<file path="config.mk">
export PLATFORM = sky130hd
export DESIGN_NAME = frame_reconstructor
export DESIGN_NICKNAME = d
export VERILOG_FILES = /design/src/rtl/frame_reconstructor.sv
export SDC_FILE = /design/constraint.sdc
export NUM_CORES = 1
export LEC_CHECK = 0
export BUFFER_PORTS_ARGS = -buffer_cell sky130_fd_sc_hd__clkbuf_2
export CORE_MARGIN = 2
export CORE_UTILIZATION = 49
export CTS_BUF_LIST = sky130_fd_sc_hd__clkbuf_16
export DETAILED_ROUTE_END_ITERATION = 6
export HOLD_SLACK_MARGIN = 0.12
export PLACE_DENSITY = 0.77
export SYNTH_ARGS = -nofsm -noshare
export SYNTH_HDL_FRONTEND = slang
export SYNTH_SLANG_ARGS = --single-unit
</file>
<file path="constraint.sdc">
create_clock -name clk -period 2.8 [get_ports clk]
set_clock_uncertainty 0.2 [all_clocks]
set_input_delay 0.7 -clock clk [delete_from_list [all_inputs] [get_ports clk]]
set_output_delay 0.7 -clock clk [all_outputs]
set_load 0.02 [all_outputs]
</file>
<file path="src/rtl/frame_reconstructor.sv">
// Frame reconstructor: rebuilds a frame from a reference and a difference frame memory.
// Optional statistics (changed_count, stats_valid) enabled by defining FRAME_RECON_STATS_EN.
module frame_reconstructor #(
    parameter int         ADDR_W     = 19,
    parameter int         NUM_PIXELS = 307200,
    parameter int         RD_LAT     = 1,
    parameter logic [7:0] NEUTRAL    = 8'h80
) (
    input  logic              clk,
    input  logic              rst_n,
    input  logic              start,
    input  logic              pause,
    output logic              busy,
    output logic              done,
    output logic [ADDR_W-1:0] rd_addr,
    input  logic [23:0]       ref_q,
    input  logic [23:0]       diff_q,
    output logic              wr_en,
    output logic [ADDR_W-1:0] wr_addr,
    output logic [23:0]       wr_data
`ifdef FRAME_RECON_STATS_EN
    ,
    output logic [ADDR_W-1:0] changed_count,
    output logic              stats_valid
`endif
);

    typedef enum logic [1:0] {ST_IDLE, ST_RUN, ST_DRAIN, ST_DONE} state_t;

    localparam logic [ADDR_W-1:0] LAST_ADDR = ADDR_W'(NUM_PIXELS - 1);

    function automatic logic [23:0] merge_pixel(input logic [23:0] r, input logic [23:0] d);
        logic [23:0] m;
        m = 24'h000000;
        for (int c = 0; c < 3; c++) begin
            m[8*c +: 8] = (d[8*c +: 8] == NEUTRAL) ? r[8*c +: 8] : d[8*c +: 8];
        end
        return m;
    endfunction

    state_t              state_r;
    state_t              state_s;
    logic                busy_r;
    logic                done_r;
    logic                busy_s;
    logic                done_s;
    logic                issue_s;
    logic                pipe_empty_s;
    logic                tag_out_s;
    logic [ADDR_W-1:0]   rd_addr_r;
    logic [RD_LAT-1:0]   pipe_vld_r;
    logic [ADDR_W-1:0]   pipe_addr_r [RD_LAT];
    logic                wr_en_r;
    logic [ADDR_W-1:0]   wr_addr_r;
    logic [23:0]         wr_data_r;

    assign issue_s      = (state_r == ST_RUN) && !pause;
    assign pipe_empty_s = (pipe_vld_r == {RD_LAT{1'b0}});
    assign tag_out_s    = pipe_vld_r[RD_LAT-1];

    // State register and registered status outputs
    always_ff @(posedge clk) begin
        if (!rst_n) begin
            state_r <= ST_IDLE;
            busy_r  <= 1'b0;
            done_r  <= 1'b0;
        end else begin
            state_r <= state_s;
            busy_r  <= busy_s;
            done_r  <= done_s;
        end
    end

    // Next-state logic
    always_comb begin
        state_s = state_r;
        case (state_r)
            ST_IDLE: begin
                if (start) state_s = ST_RUN;
                else       state_s = ST_IDLE;
            end
            ST_RUN: begin
                if (issue_s && (rd_addr_r == LAST_ADDR)) state_s = ST_DRAIN;
                else                                     state_s = ST_RUN;
            end
            // Leave once nothing is in flight; the last write happens in this same cycle
            ST_DRAIN: begin
                if (pipe_empty_s) state_s = ST_DONE;
                else              state_s = ST_DRAIN;
            end
            ST_DONE: state_s = ST_IDLE;
            default: state_s = ST_IDLE;
        endcase
    end

    // Output decode from the next state so busy/done come straight from flops
    always_comb begin
        busy_s = 1'b0;
        done_s = 1'b0;
        case (state_s)
            ST_RUN:   busy_s = 1'b1;
            ST_DRAIN: busy_s = 1'b1;
            ST_DONE:  done_s = 1'b1;
            default: begin
                busy_s = 1'b0;
                done_s = 1'b0;
            end
        endcase
    end

    // Read address sweep; saturates at the last pixel
    always_ff @(posedge clk) begin
        if (!rst_n) begin
            rd_addr_r <= {ADDR_W{1'b0}};
        end else if ((state_r == ST_IDLE) && start) begin
            rd_addr_r <= {ADDR_W{1'b0}};
        end else if (issue_s && (rd_addr_r != LAST_ADDR)) begin
            rd_addr_r <= rd_addr_r + ADDR_W'(1);
        end
    end

    // Valid/address shift pipeline matching the memory read latency
    always_ff @(posedge clk) begin
        if (!rst_n) begin
            pipe_vld_r <= {RD_LAT{1'b0}};
            for (int i = 0; i < RD_LAT; i++) pipe_addr_r[i] <= {ADDR_W{1'b0}};
        end else begin
            pipe_vld_r[0]  <= issue_s;
            pipe_addr_r[0] <= rd_addr_r;
            for (int i = 1; i < RD_LAT; i++) begin
                pipe_vld_r[i]  <= pipe_vld_r[i-1];
                pipe_addr_r[i] <= pipe_addr_r[i-1];
            end
        end
    end

    // Write port: merge reference and difference data as it returns
    always_ff @(posedge clk) begin
        if (!rst_n) begin
            wr_en_r   <= 1'b0;
            wr_addr_r <= {ADDR_W{1'b0}};
            wr_data_r <= 24'h000000;
        end else begin
            wr_en_r <= tag_out_s;
            if (tag_out_s) begin
                wr_addr_r <= pipe_addr_r[RD_LAT-1];
                wr_data_r <= merge_pixel(ref_q, diff_q);
            end
        end
    end

    assign busy    = busy_r;
    assign done    = done_r;
    assign rd_addr = rd_addr_r;
    assign wr_en   = wr_en_r;
    assign wr_addr = wr_addr_r;
    assign wr_data = wr_data_r;

`ifdef FRAME_RECON_STATS_EN
    logic [ADDR_W-1:0] changed_count_r;
    logic              stats_valid_r;

    // Count pixels where any channel came from the difference frame
    always_ff @(posedge clk) begin
        if (!rst_n) begin
            changed_count_r <= {ADDR_W{1'b0}};
            stats_valid_r   <= 1'b0;
        end else begin
            stats_valid_r <= done_s;
            if ((state_r == ST_IDLE) && start) begin
                changed_count_r <= {ADDR_W{1'b0}};
            end else if (tag_out_s && (diff_q != {3{NEUTRAL}})) begin
                changed_count_r <= changed_count_r + ADDR_W'(1);
            end
        end
    end

    assign changed_count = changed_count_r;
    assign stats_valid   = stats_valid_r;
`endif

endmodule
</file>
==> results.txt <==
Post-Syn Nets: 404
# fillers: 550
Period Utilization, post-route: 0.8279
Status: finished, final reports clean
EDFF count, synth: 0
Ys async rst share: 0
Number of nets with antenna violations after routing: 0
Synthesis-to-layout area growth: 28.91%
Design area: 4340 um^2
Total GRT Usage: 0.1978
Initial antenna violation count: 0
Via/cell ratio: 5.196
Reg2Reg Setup Slack: 0.52 ns
Sink Count: 87
Crit start category: input pin
Placed cell area: 4013 um^2
Synth Flop Type: dfxtp_1
F_max: 431.4 MHz
CP required: 2.82 ns
Maxcap violations: 0
First-pass GRT wire length: 11.67 mm
H-tree depth: 3
Post-route setup TNS: 0 ns
Top cells by area, synth: dfxtp_1, a21oi_1, mux2i_1
DRT Pass-1 Iters: 4
Flops & latches, synth: 87
Yosys warning count: 0
Final setup margin: 0.4820 ns
Hold Crit Class: flip-flop to flip-flop
Via count: 2837
Core area: 6719 um^2
Post-synth top area cell: dfxtp_1
P_leak: 1.848 nW
Layout cell share with drive strength beyond 1: 0.3133
Detailed placer's ending HPWL: 5.165 mm
Post-Synthesis Cells: 350
Sequential area share after synthesis: 0.5173
Chip Width: 86.90 um
CP Max Fanout: 7
Hold Crit Depth: 2
DRC viols: 0
Maximum vdd drop: 0.0003953 V
Top-count cell post-synth: dfxtp_1
# setup viols final: 0
Wire length per cell: 13.37 um
Area occupied by multi-input gates: 1528 um^2
R2R Path End: busy$_SDFF_PN0_
Antenna Diode Count: 0
CTS Buf Count: 9
Cell variety after synth: 47
Non-Filler Instances: 546
Rel. slew slack: 0.6319
I/O pin count: 117
Max-slew violation count: 0
Worst Path Arrival: 2.33 ns
Pwr per Cell Area: 622.9 nW/um^2
Routed WL: 7.302 mm
Post-synth top cells: dfxtp_1, a21oi_1, and2_1
Site Rows: 30
Hold_sp: wr_data[15]$_SDFFE_PN0P_
Clock-pin slew on the worst setup and hold paths: 0.06 ns
Largest net degree at the start of global routing: 67
Initial core utilization: 0.5011
Post-synth top area share: 0.5173
Clk_lat worst skew: 0.33 ns
Synthesized area: 3367 um^2
Inst Count DP: 530
Reg-to-reg startpoint: rd_addr[18]$_SDFFE_PP0P_
# Post-CTS Setup Buffers: 0
Die height: 86.90 um
Hold EP: wr_data[15]$_SDFFE_PN0P_
CTS tree: yes
Final Util: 0.6460
CP Class: input pin to flip-flop
Crit path capture type: flip-flop
# port buffers: 116
Nets@finish: 515
Clock root buffer: clkbuf_16
RSZ-0062 raised after global routing: no
CTS max path bufs: 2
# hold bufs at CTS: 0
Dpl ws: 0.1835 ns
Overall power: 2.704 mW
Die area: 7551 um^2
Worst-Margin Slew: 0.5489 ns
Total grt overflow: 0
Worst Reg-to-Reg Cells: 6
Vias in the first global route: 2574
Crit path time final: 2.318 ns
Final Hold Fails: 0
Reg area: 1743 um^2
Hold Slack: 0.2812 ns
Initial detailed-routing violation count: 107
Synthesized area per cell: 9.620 um^2
Gpl congestion: 0.8300
Resized Gates After CTS: 0
==> sequential cells by signal (all words and copies together) (netlist names) <==
signal       count
done             1
state_r          2
wr_en            1
wr_addr         19
pipe_addr_r     19
rd_addr         19
pipe_vld_r       1
wr_data         24
busy             1
==> cell type report <==
| type | count | share of cell area |
|---|---|---|
| repair buffers | 121 | 0.1453 |
| inverters | 3 | 0.002594 |
| multi-input cells | 239 | 0.3520 |
| flip-flops and latches | 87 | 0.4016 |
| well taps | 80 | 0.02306 |
| clock buffers | 9 | 0.05189 |
| clock inverters | 7 | 0.02364 |
==> cells in the final DEF (no fill, tap or decap), types with 2 or more instances in the layout <==
master	Yosys	routed
clkbuf_2	0	116
dfxtp_1	87	86
a21oi_1	48	48
and2_1	28	28
o21ai_0	26	26
nor2b_1	20	20
mux2i_1	19	19
nor2_1	13	13
nand2_1	9	9
clkbuf_16	0	9
nand3_1	8	8
xnor2_1	7	7
nand2b_1	6	6
nand4_1	6	6
nor4_1	4	4
buf_4	1	4
inv_1	3	3
a21boi_0	3	3
nor3_1	3	3
or4_1	3	3
o211ai_1	3	3
inv_6	0	3
and4_1	2	2
nor4b_1	2	2
xor2_1	2	2
and4b_1	2	2
a211oi_1	2	2
a31oi_1	2	2
or3_1	2	2
ha_1	2	2
bufinv_16	0	2
==> cells by family after synthesis <==
logic type | synth area share
compound gates | 0.1542
buf+inv | 0.03047
xor+xnor | 0.02341
simple gates | 0.2107
mux | 0.05648
fa+ha+maj | 0.007431
flops | 0.5173
==> power by group <==
part | switching (mW) | leakage (nW) | internal, mW | total [mW]
Sequential | 0.0106 | 0.704 | 1.26 | 1.27
Combinational | 0.0885 | 0.987 | 0.0704 | 0.159
Clock | 0.486 | 0.157 | 0.792 | 1.28
Total | 0.585 | 1.85 | 2.12 | 2.70
==> routing by layer <==
layer,up-vias,routed length [um],global-route usage
met2,65,3572,0.3269
met5,-,0,0
met4,0,163,0.1207
met1,1299,3289,0.2352
met3,12,277,0.04076
li1,1461,-,-
==> worst max-delay path: stages <==
cell,delay (ns)
clkbuf_2,0.09
or4b_2,0.65
nor4_1,0.25
and2b_1,0.31
nand2b_1,0.08
a32o_1,0.26
==> worst max-delay path by stage <==
stage / startpoint / end / slack [ns] / cells after the start
after CTS: diff_q[20] / wr_data[23]$_SDFFE_PN0P_ / 0.52 / 6
after floorplan: diff_q[20] / wr_data[23]$_SDFFE_PN0P_ / 0.36 / 5
after global placement: diff_q[20] / wr_data[23]$_SDFFE_PN0P_ / 0.22 / 6
after detailed placement: diff_q[20] / wr_data[23]$_SDFFE_PN0P_ / 0.18 / 6
final: diff_q[20] / wr_data[23]$_SDFFE_PN0P_ / 0.48 / 6
after global routing: rd_addr[12]$_SDFFE_PP0P_ / busy$_SDFF_PN0_ / 0.36 / 6
No activity file was read; power rests on OpenSTA's default activity.
